==> config.mk <==
export PLATFORM = sky130hd
export DESIGN_NAME = pulse_gen_multi_flat
export DESIGN_NICKNAME = d
export VERILOG_FILES = /design/src/rtl/pulse_gen_multi_if.sv /design/src/rtl/pulse_gen_multi.sv /design/src/flat_wrapper.sv
export SDC_FILE = /design/constraint.sdc
export NUM_CORES = 1
export LEC_CHECK = 0
export CORE_MARGIN = 3
export CORE_UTILIZATION = 50
export DETAILED_ROUTE_END_ITERATION = 6
export MAX_ROUTING_LAYER = met4
export PLACE_DENSITY = 0.7
export SETUP_SLACK_MARGIN = 0.5
export SLEW_MARGIN = 15
export SYNTH_ARGS = -nofsm -noshare
export SYNTH_HDL_FRONTEND = slang
export SYNTH_SLANG_ARGS = --single-unit
==> constraint.sdc <==
create_clock -name clk -period 5.46 [get_ports clk]
set_clock_uncertainty 0.05 [all_clocks]
set_input_delay 0.546 -clock clk [delete_from_list [all_inputs] [get_ports clk]]
set_output_delay 0.546 -clock clk [all_outputs]
set_load 0.02 [all_outputs]
==> src/rtl/pulse_gen_multi_if.sv <==
// Control/config bundle and pulse outputs of the multi-channel pulse generator.
// The controller side drives configuration; the generator side returns pulses and status.
interface pulse_gen_multi_if #(
  parameter int CNT_W  = 16,
  parameter int NUM_CH = 2
);
  logic                    en;
  logic                    mode;
  logic                    trig;
  logic [7:0]              burst_len;
  logic [CNT_W-1:0]        period;
  logic [NUM_CH*CNT_W-1:0] delay;
  logic [NUM_CH*CNT_W-1:0] width;
  logic                    cfg_load;
  logic [NUM_CH-1:0]       pulse_out;
  logic                    frame_start;
  logic                    busy;

  modport master (
    output en, mode, trig, burst_len, period, delay, width, cfg_load,
    input  pulse_out, frame_start, busy
  );

  modport slave (
    input  en, mode, trig, burst_len, period, delay, width, cfg_load,
    output pulse_out, frame_start, busy
  );
endinterface

==> src/rtl/pulse_gen_multi.sv <==
// Multi-channel pulse generator: one shared period counter, per-channel delay/width,
// continuous or triggered-burst operation, config shadowed and applied on period boundaries.
module pulse_gen_multi #(
  parameter int CNT_W      = 16,
  parameter int NUM_CH     = 2,
  parameter int DEF_PERIOD = 5000,
  parameter int DEF_WIDTH  = 1000
) (
  input  logic              clk,
  input  logic              rst,
  pulse_gen_multi_if.slave  bus
);

  typedef enum logic {IDLE, RUN} state_t;

  state_t                  state;
  logic [CNT_W-1:0]        cnt;
  logic [7:0]              bursts_left;
  logic                    pending;
  logic [CNT_W-1:0]        shd_period;
  logic [NUM_CH*CNT_W-1:0] shd_delay;
  logic [NUM_CH*CNT_W-1:0] shd_width;
  logic [CNT_W-1:0]        act_period;
  logic [NUM_CH*CNT_W-1:0] act_delay;
  logic [NUM_CH*CNT_W-1:0] act_width;
  logic [NUM_CH-1:0]       pulse_q;
  logic [NUM_CH-1:0]       hit;
  logic                    wrap;
  logic                    apply;

  function automatic logic [CNT_W-1:0] sat_period(input logic [CNT_W-1:0] p);
    return (p < CNT_W'(2)) ? CNT_W'(2) : p;
  endfunction

  // Sum kept one bit wider so a large width cannot wrap below the delay.
  function automatic logic [CNT_W:0] pulse_end(input logic [CNT_W-1:0] d,
                                               input logic [CNT_W-1:0] w,
                                               input logic [CNT_W-1:0] p);
    logic [CNT_W:0] s;
    s = {1'b0, d} + {1'b0, w};
    return (s > {1'b0, p}) ? {1'b0, p} : s;
  endfunction

  assign wrap  = (state == RUN) && (cnt >= act_period - CNT_W'(1));
  assign apply = pending && ((state == IDLE) || wrap);

  always_comb begin
    hit = '0;
    for (int i = 0; i < NUM_CH; i++) begin
      hit[i] = (cnt >= act_delay[i*CNT_W +: CNT_W]) &&
               ({1'b0, cnt} < pulse_end(act_delay[i*CNT_W +: CNT_W],
                                        act_width[i*CNT_W +: CNT_W], act_period));
    end
  end

  always_ff @(posedge clk or negedge rst) begin
    if (!rst) begin
      state       <= IDLE;
      cnt         <= '0;
      bursts_left <= '0;
      pending     <= 1'b0;
      shd_period  <= CNT_W'(DEF_PERIOD);
      shd_delay   <= '0;
      shd_width   <= {NUM_CH{CNT_W'(DEF_WIDTH)}};
      act_period  <= CNT_W'(DEF_PERIOD);
      act_delay   <= '0;
      act_width   <= {NUM_CH{CNT_W'(DEF_WIDTH)}};
      pulse_q     <= '0;
    end else begin
      if (bus.cfg_load) begin
        shd_period <= bus.period;
        shd_delay  <= bus.delay;
        shd_width  <= bus.width;
      end
      // A load coinciding with an apply keeps pending set for the next boundary.
      if (bus.cfg_load)
        pending <= 1'b1;
      else if (apply)
        pending <= 1'b0;
      if (apply) begin
        act_period <= sat_period(shd_period);
        act_delay  <= shd_delay;
        act_width  <= shd_width;
      end

      pulse_q <= (state == RUN) ? hit : '0;

      case (state)
        IDLE: begin
          cnt <= '0;
          if (bus.en && !bus.mode) begin
            state <= RUN;
          end else if (bus.en && bus.mode && bus.trig) begin
            state       <= RUN;
            bursts_left <= (bus.burst_len == 8'd0) ? 8'd1 : bus.burst_len;
          end
        end
        RUN: begin
          if (wrap) begin
            cnt <= '0;
            if (!bus.mode) begin
              if (!bus.en) state <= IDLE;
            end else begin
              bursts_left <= bursts_left - 8'd1;
              if ((bursts_left <= 8'd1) || !bus.en) state <= IDLE;
            end
          end else begin
            cnt <= cnt + CNT_W'(1);
          end
        end
        default: state <= IDLE;
      endcase
    end
  end

  assign bus.pulse_out   = pulse_q;
  assign bus.frame_start = (state == RUN) && (cnt == '0);
  assign bus.busy        = (state != IDLE);

endmodule

==> src/flat_wrapper.sv <==
// flat-port wrapper written by rule: the top's interface ports become plain ports
module pulse_gen_multi_flat 
#(
  parameter int CNT_W      = 16,
  parameter int NUM_CH     = 2,
  parameter int DEF_PERIOD = 5000,
  parameter int DEF_WIDTH  = 1000
)
  (clk, rst, bus_en, bus_mode, bus_trig, bus_burst_len, bus_period, bus_delay, bus_width, bus_cfg_load, bus_pulse_out, bus_frame_start, bus_busy);
  pulse_gen_multi_if #(.CNT_W(CNT_W), .NUM_CH(NUM_CH)) bus_i ();
  input  logic clk;
  input  logic rst;
  input wire logic [$bits(bus_i.en)-1:0] bus_en;
  input wire logic [$bits(bus_i.mode)-1:0] bus_mode;
  input wire logic [$bits(bus_i.trig)-1:0] bus_trig;
  input wire logic [$bits(bus_i.burst_len)-1:0] bus_burst_len;
  input wire logic [$bits(bus_i.period)-1:0] bus_period;
  input wire logic [$bits(bus_i.delay)-1:0] bus_delay;
  input wire logic [$bits(bus_i.width)-1:0] bus_width;
  input wire logic [$bits(bus_i.cfg_load)-1:0] bus_cfg_load;
  output wire logic [$bits(bus_i.pulse_out)-1:0] bus_pulse_out;
  output wire logic [$bits(bus_i.frame_start)-1:0] bus_frame_start;
  output wire logic [$bits(bus_i.busy)-1:0] bus_busy;
  assign bus_i.en = bus_en;
  assign bus_i.mode = bus_mode;
  assign bus_i.trig = bus_trig;
  assign bus_i.burst_len = bus_burst_len;
  assign bus_i.period = bus_period;
  assign bus_i.delay = bus_delay;
  assign bus_i.width = bus_width;
  assign bus_i.cfg_load = bus_cfg_load;
  assign bus_pulse_out = bus_i.pulse_out;
  assign bus_frame_start = bus_i.frame_start;
  assign bus_busy = bus_i.busy;
  pulse_gen_multi #(.CNT_W(CNT_W), .NUM_CH(NUM_CH), .DEF_PERIOD(DEF_PERIOD), .DEF_WIDTH(DEF_WIDTH)) u_core (.clk(clk), .rst(rst), .bus(bus_i));
endmodule
Yosys cells after proc, flatten, opt, wreduce, memory -nomap -nowiden --
Index checks and enable logic that the tools add are counted. Widths: inputs -> output; s select.
Word-level totals: register bits after elaboration 188, input port bits 94, output and inout port bits 4, logic and storage cells 67
Cells by class: add/sub/neg operators 5, $lt $le $gt $ge 9, eq/ne operators 4, mux-type cells 21, bitwise logic cells 1, reductions and logical operators 16
Operators by type and width (number):
- $ge 16x16->1 | 3
- $mux 8 | 5
- $add 16x16->17 | 2
- $gt 17x16->1 | 2
- $lt 16x17->1 | 2
- $mux 17 | 2
- $mux 16 | 2
- $pmux 16 s2 | 1
- $add 16x1->16 const B | 1
- $logic_not 16->1 | 1
- $lt 16x2->1 const B | 1
- $pmux 8 s2 | 1
- $sub 16x1->16 const B | 1
- $le 8x1->1 const B | 1
- $logic_and 1x1->1 | 8
- $logic_not 8->1 | 1
- $mux 1 | 8
- $ne 2x2->1 const B | 4
- $sub 8x1->8 const B | 1
- $reduce_and 4->1 | 1
- $logic_not 1->1 | 2
- $logic_or 1x1->1 | 2
- $mux 2 | 1
- $pmux 1 s2 | 1
- 2 further kinds | 2

Longest topological paths before layout --
Gate-level depths: netlist of run 1.
word-level depth 7, gate-level depth with buffers 30, depth with buffers taken out 28

Worst setup path before layout of run 1 --
OpenSTA, ideal clock, no wires.
path kind register to register, start point register u_core.act_delay[16], end point register u_core.pulse_q[1], in the netlist u_core.bus.pulse_out[1], setup time 0.111 ns, data arrival time 5.122 ns, required time 5.299 ns, slack 0.177 ns, cell stages (with the launch flop) 31, path buffers 2, clock period less this slack 5.283 ns, path through dfrtp_1 ha_1 inv_1 fa_1 and2b_1 o2111ai_1 a31oi_1 nand2_1 or2b_1 a21oi_1 xnor2_1 ha_1 a211oi_1 o21bai_1 a21oi_1 o221ai_1 a21o_1 a221o_2 buf_6 buf_2 nor2_1 a21oi_1 ha_1 a21o_1 a21o_1 a21oi_1 nor2_1 a211o_1 a21oi_1 nor2_1 a2111oi_2
Between the ends: longest elaborated chain between the ends 6, elaborated cells on any way between the ends 7, those cells by class add/sub: 1; order compare: 3; mux: 2; reduce/logical: 1
Ends and longest elaborated chain:
- from (decl) | line pulse_gen_multi.sv:24 | logic [NUM_CH*CNT_W-1:0] act_delay;
- from (signal assigned) | line pulse_gen_multi.sv:82 | act_delay <= shd_delay;
- $add 16x16->17 | line pulse_gen_multi.sv:40 | s = {1'b0, d} + {1'b0, w};
- $gt 17x16->1 | line pulse_gen_multi.sv:41 | return (s > {1'b0, p}) ? {1'b0, p} : s;
- $mux 17 | line pulse_gen_multi.sv:41
- $lt 16x17->1 | line pulse_gen_multi.sv:51 | ({1'b0, cnt} < pulse_end(act_delay[i*CNT_W +: CNT_W],
- $logic_and 1x1->1 (*) | line pulse_gen_multi.sv:50 | hit[i] = (cnt >= act_delay[i*CNT_W +: CNT_W]) &&
- $mux 2 (*) | line pulse_gen_multi.sv:86 | pulse_q <= (state == RUN) ? hit : '0;
- to (signal assigned) | line pulse_gen_multi.sv:86
- to (decl) | line pulse_gen_multi.sv:26 | logic [NUM_CH-1:0] pulse_q;
Mark *: on every way between the ends. The rest lies on a longest branch, timed or not. A chain may end at the register's enable or synchronous reset.

Worst setup path after layout of run 1 --
Ends and elaborated chain as after synthesis.

==> summary.md, run 1 <==
| Metric | Value |
|---|---|
| DR vias/cell | `between 5 and 6` |
| Total number of yosys warnings | `0` |
| # setup viols final | `0` |
| Cell Rows | `56` |
| Peak VDD IR | `0.136 mV` |
| Post-synth top area share | `31.5%` |
| Largest net degree at the start of global routing | `105` |
| Reg2reg end | `u_core.bus.pulse_out[1]$_DFF_PN0_` |
| Reg-to-reg slack, setup | `just under 0.09 ns` |
| Largest area contributor in the netlist | `dfrtp_1` |
| Clock slew at reported path FFs | `around 0.08 ns` |
| CP peak stage delay | `0.36 ns` |
| Starting Density | `51.6%` |
| CP Launch Type | `flop` |
| Mapped Nets | `1331` |
| DR WL/cell | `17.9 um` |
| Ys async rst share | `100%` |
| Crit. End Element | `flop` |
| Post-route DRC | `0` |
| Yosys reg bits | `188` |
| Die width | `about 160 um` |
| Crit-path slowest cell | `dfrtp_1` |
| CTS Hold Buffers Added | `0` |
| Total Nets Final | `1469` |
| Setup total negative slack | `0 ns` |
| Grt ovf | `0` |
| Largest cells by area after synthesis | `dfrtp_1 31%, ha_1 15%, mux2_4 9.6%` |
| Power Dens Cells | `approximately 200 nW/um^2` |
| Routed wire length | `27900 um` |
| ANT cells | `0` |
| Most common cell type on the critical path | `buf_4` |
| Post-synth EDFFs | `0` |
| Sw frac | `24.1%` |
| Post-Syn Instances | `1088` |
| Port buffer count | `97` |
| Worst-Skew Late Latency | `0.44 ns` |
| Num CTS Buffers | `17` |
| Vias in the first global route | `approximately 8800` |
| CTS tree | `built` |
| Switching power total | `713 uW` |
| Final hold vios | `0` |
| Die ar. | `26400 um^2` |
| Syn Area/Cell | `11.3 um^2` |
| DP HPWL | `19900 um` |
| Die Ht | `163 um` |
| RSZ-0062 raised after global routing | `yes` |
| Boundary Pins | `98` |
| Antenna Violating Nets Remaining | `0` |
| Area growth from synthesis to layout | `20.1%` |
| Final Power | `2.95 mW` |
| Combinational Power Share | `6.2%` |
| Ys flop type | `dfrtp_1` |
| Slew HR | `46.8%` |
| Initial antenna violation count | `0` |
| Worst Reg-to-Reg Cells | `30` |
| Pint | `2.24 mW` |
| Sequential-to-total area share from yosys stat | `38.7%` |
| Iter 0 DRT Violations | `507` |
| Status | `completed` |
| FMAX | `186 MHz` |
| Mapped cell area | `12300 um^2` |
| Maxcap violations | `0` |
| FILL cells | `1914` |
| Static Leak | `6.62 nW` |
| Worst-Margin Slew | `0.798 ns` |
| Commonest non-fill, non-tap cell in the layout | `dfrtp_1` |
| GPL Wtd Cong | `0.893` |
| Clock buffer depth | `2` |
| CTS root buf | `clkbuf_16` |
| Crit path time final | `5.37 ns` |
| Tcrit/Tclk final | `approximately 98%` |
| Maximum fanout along the worst path | `4` |
| Via count | `8741` |
| Clock network power share | `43.1%` |
| GRT Overall Usage | `22.4%` |
| Synth unique cells | `63` |
| Worst setup path category | `reg2reg` |
| Final number of max-transition violations | `0` |
| CORE AREA | `between 20000 and 25000 um^2` |
| Register area | `4750 um^2` |
| First-pass GRT wire length | `45900 um` |
| Clock sink count | `188` |
| Arr. time, crit path | `5.66 ns` |
| Footprint of the multi-input gates | `7300 um^2` |
| Drt pass-1 iters | `5` |
| Most frequent cells in the layout | `154 x dfrtp_1, 138 x ha_1, 95 x clkdlybuf4s50_1` |
| CTS H-tree depth | `4` |
| Crit Reg-Reg Startpoint | `u_core.act_delay[16]$_DFFE_PN0P_` |
| Type of the tightest min-delay check | `in2async` |
| Flop pwr share | `50.7%` |
| Layout cell share with drive strength beyond 1 | `between 20 and 30%` |
| Req. time, crit path | `5.74 ns` |
## flip-flops by register name, summed over array words and instances, names as in the netlist
name / cells
u_core.bursts_left: 8
u_core.shd_delay: 32
u_core.bus.busy: 1
u_core.bus.pulse_out: 2
u_core.shd_period: 16
u_core.act_delay: 32
u_core.cnt: 16
u_core.act_width: 32
u_core.act_period: 16
u_core.shd_width: 32
u_core.pending: 1
## final cells by class
| class | instances | area share, % |
|---|---|---|
| Tap cell | 319 | 2.71 |
| Timing Repair Buffer | 149 | 9.49 |
| Inverter | 75 | 1.91 |
| Sequential cell | 188 | 32.3 |
| Clock inverter | 13 | 1.00 |
| Multi-Input combinational cell | 795 | 49.6 |
| Clock buffer | 19 | 3.01 |
## synth_stat cells, drive strengths merged, types with 19 or more instances
cell	count
nand2	37
nand4	21
mux2	159
a21oi	66
nand3	26
ha	147
a21o	19
o21ai	35
xnor2	39
dfrtp	154
nor2	71
dfstp	34
inv	75
## worst max-delay path: cells and delay by family (launching register included)
family / cells / cell delay (ns)
fa+ha+maj: 3 / 0.80
mux: 1 / 0.19
compound gates: 8 / 1.55
simple gates: 4 / 0.61
flops: 1 / 0.36
buf+inv: 14 / 1.71
## kinds of logic after synthesis
group                      after synthesis  share of synthesized area (%)
and+or+nand+nor                        222                           8.96
AOI/OAI and AO/OA                      194                           10.2
DFF                                    188                           38.7
muxes                                  176                           18.4
adders and majority gates              149                           15.3
buffers and inverters                  105                           4.54
xor gates and xnor gates                54                           3.86
## per-stage QoR
stage | hold WS (ns) | utilization (%) | instance area, um^2 | worst slack (ns) | instances
2_1_floorplan | 0.200 | - | 12300 | 0.394 | 1088
3_3_place_gp | 0.435 | 56.9 | 13500 | -0.0109 | 1488
3_5_place_dp | 0.442 | 56.9 | 13500 | -0.134 | 1488
4_1_cts | 0.114 | 60.6 | 14400 | 0.144 | 1550
5_1_grt | 0.143 | 61.9 | 14700 | -0.131 | 1558
6_report | 0.0676 | 61.9 | 14700 | 0.0871 | 1558
## per-layer routing
layer  share of wire [%]  GRT usage (%)  up-vias
li1                    -              -     4236
met5                   0              -        -
met2                  46           35.1      210
met3                 4.8           3.89       39
met4                 1.7           5.84        0
met1                  47           30.5     4256
## power by group through the flow
stage          clock, mW  combinational [mW]  sequential (mW)
3_5_place_dp           0               0.188             1.53
6_report            1.27               0.184             1.50
5_1_grt             1.35               0.203             1.51
2_1_floorplan          0              0.0809             1.51
3_3_place_gp           0               0.184             1.52
4_1_cts             1.30               0.188             1.50
## what timing repair did
item / in CTS / in global routing
pin swaps: 26 / 45
setup buffers: 29 / 8
setup endpoints to repair: 2 / 2
resized for setup: 20 / 51
cloned: 1 / 0
## worst max-delay path by stage
stage          cells after the start                              from  slack [ns]                                 to
2_1_floorplan                     27  u_core.act_delay[16]$_DFFE_PN0P_        0.39  u_core.bus.pulse_out[1]$_DFF_PN0_
3_3_place_gp                      26  u_core.act_delay[16]$_DFFE_PN0P_       -0.01  u_core.bus.pulse_out[1]$_DFF_PN0_
3_5_place_dp                      26  u_core.act_delay[16]$_DFFE_PN0P_       -0.13  u_core.bus.pulse_out[1]$_DFF_PN0_
4_1_cts                           27  u_core.act_width[16]$_DFFE_PN0P_        0.14  u_core.bus.pulse_out[1]$_DFF_PN0_
5_1_grt                           27  u_core.act_width[16]$_DFFE_PN0P_       -0.13  u_core.bus.pulse_out[1]$_DFF_PN0_
6_report                          30  u_core.act_delay[16]$_DFFE_PN0P_        0.09  u_core.bus.pulse_out[1]$_DFF_PN0_
No activity file was read; power rests on OpenSTA's default activity.
==> run 2: changes to the inputs <==
SLEW_MARGIN = default   (was 15)
==> results of run 2 <==
Final layout, timing and power as in run 1 (identical DEF).
